[src/rtl/muldiv_unit_pkg.sv]
// muldiv_unit_pkg: shared funct3 codes, FSM states and operand-sign helpers for the RV32M multiply/divide unit
package muldiv_unit_pkg;
  localparam logic [2:0] F3_MUL    = 3'b000;
  localparam logic [2:0] F3_MULH   = 3'b001;
  localparam logic [2:0] F3_MULHSU = 3'b010;
  localparam logic [2:0] F3_MULHU  = 3'b011;
  localparam logic [2:0] F3_DIV    = 3'b100;
  localparam logic [2:0] F3_DIVU   = 3'b101;
  localparam logic [2:0] F3_REM    = 3'b110;
  localparam logic [2:0] F3_REMU   = 3'b111;
  localparam int ITERS = 32;
  typedef enum logic [1:0] {IDLE = 2'd0, RUN = 2'd1, FIX = 2'd2} state_t;
  function automatic logic signed_a(input logic [2:0] f3);
    return f3 == F3_MULH || f3 == F3_MULHSU || f3 == F3_DIV || f3 == F3_REM;
  endfunction
  function automatic logic signed_b(input logic [2:0] f3);
    return f3 == F3_MULH || f3 == F3_DIV || f3 == F3_REM;
  endfunction
endpackage

[src/rtl/muldiv_unit_if.sv]
// muldiv_unit_if: request/response bundle (start, funct3, rs1, rs2 in; busy, done, result out)
interface muldiv_unit_if #(parameter int XLEN = 32);
  logic            start;
  logic [2:0]      funct3;
  logic [XLEN-1:0] rs1;
  logic [XLEN-1:0] rs2;
  logic            busy;
  logic            done;
  logic [XLEN-1:0] result;
  modport master (output start, funct3, rs1, rs2, input busy, done, result);
  modport slave  (input start, funct3, rs1, rs2, output busy, done, result);
endinterface

[src/rtl/muldiv_unit.sv]
// muldiv_unit: iterative 32-cycle RV32M multiply/divide on magnitudes with sign fix-up; ports clk, reset, bus (slave)
module muldiv_unit
  import muldiv_unit_pkg::*;
#(
  parameter int XLEN = 32
) (
  input  logic          clk,
  input  logic          reset,
  muldiv_unit_if.slave  bus
);
  state_t state, state_n;
  logic [2:0] f3;
  logic sa, sb, st_sa, st_sb, is_mul, done_q;
  logic [5:0] cnt;
  logic [XLEN-1:0] b, quo, rem, fix_val, result_q;
  logic [2*XLEN-1:0] acc, prod;
  logic [XLEN:0] x, y;
  logic [XLEN+1:0] sum;
  assign is_mul = !f3[2];
  assign st_sa = signed_a(bus.funct3) & bus.rs1[XLEN-1];
  assign st_sb = signed_b(bus.funct3) & bus.rs2[XLEN-1];
  // one adder: multiply adds b to the upper half, divide subtracts b from the shifted remainder (carry out = no borrow)
  assign x = is_mul ? {1'b0, acc[2*XLEN-1:XLEN]} : acc[2*XLEN-1:XLEN-1];
  assign y = is_mul ? {1'b0, b} : ~{1'b0, b};
  assign sum = {1'b0, x} + {1'b0, y} + {{(XLEN+1){1'b0}}, !is_mul};
  assign prod = (sa ^ sb) ? -acc : acc;
  assign quo = (sa ^ sb) ? -acc[XLEN-1:0] : acc[XLEN-1:0];
  assign rem = sa ? -acc[2*XLEN-1:XLEN] : acc[2*XLEN-1:XLEN];
  // divide-by-zero remainder and signed overflow fall out of the magnitude datapath; only the zero-divisor quotient needs forcing
  assign fix_val = is_mul ? (f3 == F3_MUL ? prod[XLEN-1:0] : prod[2*XLEN-1:XLEN])
                 : f3[1] ? rem : (b == '0 ? '1 : quo);
  assign bus.busy = state != IDLE;
  assign bus.done = done_q;
  assign bus.result = result_q;
  always_comb begin
    state_n = state == IDLE ? (bus.start ? RUN : IDLE)
            : state == RUN ? (cnt == 6'(ITERS - 1) ? FIX : RUN)
            : IDLE;
  end
  always_ff @(posedge clk) begin
    if (reset) state <= IDLE;
    else state <= state_n;
  end
  always_ff @(posedge clk) begin
    if (reset) begin
      f3 <= '0;
      sa <= 1'b0;
      sb <= 1'b0;
      b <= '0;
      acc <= '0;
      cnt <= '0;
      done_q <= 1'b0;
      result_q <= '0;
    end else begin
      done_q <= state == FIX;
      if (state == IDLE && bus.start) begin
        f3 <= bus.funct3;
        sa <= st_sa;
        sb <= st_sb;
        b <= st_sb ? -bus.rs2 : bus.rs2;
        acc <= {{XLEN{1'b0}}, st_sa ? -bus.rs1 : bus.rs1};
        cnt <= '0;
      end else if (state == RUN) begin
        cnt <= cnt + 6'd1;
        acc <= is_mul ? (acc[0] ? {sum[XLEN:0], acc[XLEN-1:1]} : {1'b0, acc[2*XLEN-1:1]})
             : (sum[XLEN+1] ? {sum[XLEN-1:0], acc[XLEN-2:0], 1'b1} : {acc[2*XLEN-2:0], 1'b0});
      end
      if (state == FIX) result_q <= fix_val;
    end
  end
endmodule

[src/flat_wrapper.sv]
// flat-port wrapper written by rule: the top's interface ports become plain ports
module muldiv_unit_flat import muldiv_unit_pkg::*;
#(
  parameter int XLEN = 32
)
  (clk, reset, bus_start, bus_funct3, bus_rs1, bus_rs2, bus_busy, bus_done, bus_result);
  muldiv_unit_if #(.XLEN(XLEN)) bus_i ();
  input  logic clk;
  input  logic reset;
  input wire logic [$bits(bus_i.start)-1:0] bus_start;
  input wire logic [$bits(bus_i.funct3)-1:0] bus_funct3;
  input wire logic [$bits(bus_i.rs1)-1:0] bus_rs1;
  input wire logic [$bits(bus_i.rs2)-1:0] bus_rs2;
  output wire logic [$bits(bus_i.busy)-1:0] bus_busy;
  output wire logic [$bits(bus_i.done)-1:0] bus_done;
  output wire logic [$bits(bus_i.result)-1:0] bus_result;
  assign bus_i.start = bus_start;
  assign bus_i.funct3 = bus_funct3;
  assign bus_i.rs1 = bus_rs1;
  assign bus_i.rs2 = bus_rs2;
  assign bus_busy = bus_i.busy;
  assign bus_done = bus_i.done;
  assign bus_result = bus_i.result;
  muldiv_unit #(.XLEN(XLEN)) u_core (.clk(clk), .reset(reset), .bus(bus_i));
endmodule
[config.mk]
export PLATFORM = sky130hd
export DESIGN_NAME = muldiv_unit_flat
export DESIGN_NICKNAME = d
export VERILOG_FILES = /design/src/rtl/muldiv_unit_pkg.sv /design/src/rtl/muldiv_unit_if.sv /design/src/rtl/muldiv_unit.sv /design/src/flat_wrapper.sv
export SDC_FILE = /design/constraint.sdc
export NUM_CORES = 1
export LEC_CHECK = 0
export BUFFER_PORTS_ARGS = -buffer_cell sky130_fd_sc_hd__buf_4
export CAP_MARGIN = 10
export CORE_ASPECT_RATIO = 0.9
export CORE_MARGIN = 4
export CORE_UTILIZATION = 35
export DETAILED_ROUTE_END_ITERATION = 12
export PLACE_DENSITY = 0.62
export SKIP_LAST_GASP = 1
export SLEW_MARGIN = 20
export SYNTH_ARGS = -nofsm -noshare
export SYNTH_HDL_FRONTEND = slang
export SYNTH_SLANG_ARGS = --single-unit
[constraint.sdc]
create_clock -name clk -period 14.2 [get_ports clk]
set_clock_uncertainty 0.2 [all_clocks]
set_input_delay 2.13 -clock clk [delete_from_list [all_inputs] [get_ports clk]]
set_output_delay 2.13 -clock clk [all_outputs]
set_load 0.03 [all_outputs]
# Word-level counts from Yosys, hierarchy flattened
# Index checks and enable logic that the tools add are counted.
# Widths: inputs -> output; s select.
# totals
regBits,142
in_bits,70
# classes
n_addsub,8
n_eq_ne,7
n_mux,20
bitwise_logic,4
reduce_logical,12
# ops
operator,n
$mux 32,10
$mux 64,4
$neg 32->32,4
$mux 33,2
$neg 64->64,1
$add 33x33->34,1
$add 34x1->34,1
$not 32->33,1
$logic_not 32->1,1
$add 6x1->6 const B,1
$eq 3x3->1 const B,2
$eq 6x5->1 const B,1
$mux 2,3
$logic_or 1x1->1,5
$reduce_bool 2->1,2
$eq 3x1->1 const B,1
$eq 3x2->1 const B,1
$logic_not 3->1,1
$and 1x1->1,2
$eq 2x1->1 const B,1
$eq 2x2->1 const B,1
$logic_not 2->1,1
$reduce_or 2->1,1
$logic_and 1x1->1,1
other kinds (2),2

# Logic depth before layout (Yosys ltp)
# depth
word_depth,8
depth_mapped,18
depth_no_buf,13

# Worst setup path before layout
# No wires, ideal clock.
# synth_timing
path_kind,reg-to-reg
start,reg u_core.f3[2]
end,reg u_core.acc[61]
arrival_ns,4.330
path_slack_ns,9.534
stages_incl_launch_ff,16
path_buffers,4
synth_period_minus_slack_ns,4.666
cell_sequence,dfxtp_1 -> clkbuf_1 -> clkbuf_1 -> clkbuf_1 -> buf_1 -> o21ai_0 -> fa_1 -> a21o_1 -> a221o_1 -> a211o_1 -> a221oi_1 -> o41ai_1 -> nand3b_1 -> o21ai_0 -> a2111oi_0 -> a211oi_1
# synth_between
elab_chain_len,5
# synth_lines
element,line,rtl
start: declaration,muldiv_unit.sv:12,logic [2:0] f3;
start signal: assignment,muldiv_unit.sv:57,f3 <= bus.funct3;
$mux 33 (on tied branches),"muldiv_unit.sv:23, muldiv_unit.sv:24",
$add 33x33->34,muldiv_unit.sv:25,"assign sum = {1'b0, x} + {1'b0, y} + {{(XLEN+1){1'b0}}, !is_mul};"
$add 34x1->34,muldiv_unit.sv:25,
$mux 64 (on tied branches),"muldiv_unit.sv:65, muldiv_unit.sv:66",
$mux 64 (*),muldiv_unit.sv:65,"acc <= is_mul ? (acc[0] ? {sum[XLEN:0], acc[XLEN-1:1]} : {1'b0, acc[2*XLEN-1:1]})"
end signal: assignment,muldiv_unit.sv:61,"acc <= {{XLEN{1'b0}}, st_sa ? -bus.rs1 : bus.rs1};"
end signal: assignment,muldiv_unit.sv:65,
end: declaration,muldiv_unit.sv:16,"logic [2*XLEN-1:0] acc, prod;"
# Every way passes the cells marked *; elsewhere a longest branch is shown, timed or not.
# A chain may end at the register's enable or synchronous reset.

# Worst setup path in the final report
# layout_timing
start,reg u_core.f3[2]
end,reg u_core.acc[33]
# Same word-level chain as after synthesis.

==> run summary <==
Worst Setup Path Type: reg -> reg
Pwr/cell area: 93.5 mW/mm²
DR pass1 iterations: 5
Core footprint: 0.0363 mm²
Total track usage: 21.3%
Syn Area/Cell: 7.51 µm²
Cts-stage hold buffer count: 0
CP peak stage delay: 0.85 ns
RSZ-0062 raised after global routing: false
Row count: 66
Layout area overhead: 11.6%
Sequential area share after synthesis: 22.0%
Routed length per instance: 19.9 µm
Post-synthesis cell area: 0.0129 mm²
Fill cell count: 3,669
Vias per std cell: 5.92
VDD IR max: 112 µV
Slowest cell on crit path: a21bo_2
Worst-path fanout max: 88
Synth async-reset ratio: 0%
Ys Warns: 0
Post-CTS sizing: 0
CTS H-tree lvls: 4
Cts bufs inserted: 17
Least-Margin Pin Slew: 1.14 ns
Crit-path leading delay family: compound AO/OA/AOI/OAI gates
Global-route wire length before repair: 69.3 mm
Clock Tree Root: clkbuf_16
Syn_nets: 1,826
Die Y: 190 µm
Max clock buf depth: 2
Setup WS post-layout: 8.93 ns
Vias in the first global route: 12.3k
PortBufs: 103
# Post-CTS Setup Buffers: 0
Status: complete, no violations
Slew headroom: 23.6%
Post-route ant nets: 0
Worst-path cell chain: buf_4, mux2_2, ha_1, nand2_1, or3_1, a211o_1, o21a_1, a21oi_2, a21bo_2, mux2_2, a21oi_1, a211oi_1
Worst-path clk slew: 0.08 ns
Tot Pwr: 1350 µW
Antenna Cells: 0
Count of final hold-check violations: 0
Place WS: 9.01 ns
Global route overflow: 0
Worst Path Buf+Inv: 1
Share of post-route cells with drive strength above 1: 13.2%
CP arrival: 5.37 ns
Final setup violation count: 0
Die X: 210 µm
Post-DP HPWL: 32.3 mm
CTS Sinks: 142
Clk_lat worst skew: 0.45 ns
Post-synth EDFFs: 0
Worst path most repeated cell: mux2_2
I/O pin total: 104
CTS tree: yes
Fmax achieved: 0.190 GHz
# DRC: 0
Kind of end point of the critical path: flop
Setup crit start kind: flop
Pins Over Slew Limit: 0
Initial DRC count: 1,388
Worst hold path class: reg -> reg
Yosys reg bits: 142
Total leakage power: 0.00543 µW
Final cycle utilization of the critical path: 37.1%
Main flop type after synthesis: dfxtp_1
Layout net count: 1,809
Total number of vias: 13.0k
Setup TNS after final layout: 0 ns
Max-Cap Viols: 0
Placer Congestion: 0.915
Largest net degree at the start of global routing: 89
Initial Util: 35.6%
Routed wire length: 43.6 mm
Worst Path Required: 14.29 ns
Synth unique cells: 81
Cells after synthesis: 1,719
Initial antenna violation count: 0
Die area: 0.0400 mm²
Fin util: 39.7%
Minimum clock period: 5.27 ns
-- synthesized netlist by cell type (all sizes together) (21+ instances only) --
cell / number / area, µm²
nand2: 160 / 601
a21oi: 156 / 785
nor2: 156 / 586
dfxtp: 142 / 2840
o21ai: 133 / 666
clkbuf: 126 / 473
xor2: 125 / 1090
a211oi: 92 / 691
xnor2: 84 / 736
mux2i: 57 / 571
ha: 36 / 450
o31ai: 35 / 295
mux2: 31 / 349
inv: 29 / 109
buf: 28 / 154
nor3: 25 / 135
nand3: 23 / 120
or3: 22 / 138
nor4: 21 / 176
-- where the power goes --
part | switching (µW) | total, µW | internal, µW
Combinational | 261 | 412 | 151
Sequential | 43.6 | 464 | 421
Clock | 219 | 470 | 252
Total | 523 | 1350 | 823
-- registers in the layout (all words and copies together), names as in the netlist --
signal	flops
u_core.bus.result	32
u_core.f3	3
u_core.bus.done	1
u_core.sb	1
u_core.state	2
u_core.b	32
u_core.acc	64
u_core.cnt	6
u_core.sa	1
-- cells in the final DEF (no fill, tap or decap), types with 12 or more instances in the layout --
master and n:
dfxtp_1 139, nand3_1 22, nor3_1 22, o21ai_0 123, a21oi_1 155, ha_1 36
nand2_1 160, mux2_2 31, a21o_1 13, o41ai_1 14, a211oi_1 92, buf_4 118
xnor2_1 83, clkbuf_16 17, or3_1 22, nor2_1 155, xor2_1 124, or4_1 13
o31ai_1 32, mux2i_1 57, nor4_1 18, a221oi_1 19, inv_1 29, nor2b_1 12
-- worst reg2reg max path, stage by stage, from the launching register on --
cell	delay [ns]
dfxtp_4	0.49
buf_4	0.77
mux2_2	0.44
ha_1	0.40
nand2_1	0.12
or3_1	0.43
a211o_1	0.30
o21a_1	0.24
a21oi_2	0.20
a21bo_2	0.86
mux2_2	0.44
a21oi_1	0.16
a211oi_1	0.06
-- final timing paths --
kind / from / endpoint / slack (ns) / cells past startpoint
worst max-delay path: u_core.f3[2] / u_core.acc[33] / 8.93 / 12
worst min-delay path: u_core.bus.result[1] / u_core.bus.result[1] / 0.25 / 2
worst max register to register: u_core.f3[2] / u_core.acc[33] / 8.93 / 12
worst min register to register: u_core.bus.result[1] / u_core.bus.result[1] / 0.25 / 2
-- layer usage --
layer | up-vias | track usage, % | routed length (µm)
met1 | 6182 | 31.9 | 21100
met4 | 0 | 5.58 | 775
li1 | 6232 | - | -
met5 | - | 0 | 0
met2 | 490 | 32.1 | 18900
met3 | 57 | 2.85 | 2860
-- through the flow --
stage	area, µm²	hold slack [ns]	std cells
floorplan	12900	0.254	1719
global placement	13800	0.233	2159
detailed placement	13800	0.241	2159
CTS	14400	0.252	2191
global route	14400	0.262	2191
finish	14400	0.245	2191
-- final cells by class --
| type | instances | area (µm²) | area share, % |
|---|---|---|---|
| multi-input cells | 1394 | 9370 | 65.1 |
| flip-flops and latches | 142 | 2850 | 19.8 |
| repair buffers | 118 | 886 | 6.15 |
| well taps | 476 | 596 | 4.14 |
| clock buffers | 17 | 425 | 2.95 |
| clock inverters | 15 | 168 | 1.16 |
| inverters | 29 | 109 | 0.756 |
-- cells by family after synthesis --
logic type	share of synthesized area, %
AO/OA/AOI/OAI	28.9
XOR/XNOR	14.2
adder cells (fa/ha/maj)	3.65
buffers and inverters	5.70
flip-flops	22.0
multiplexers	7.13
AND/OR/NAND/NOR	18.3
(Power assumes the default switching activity.)
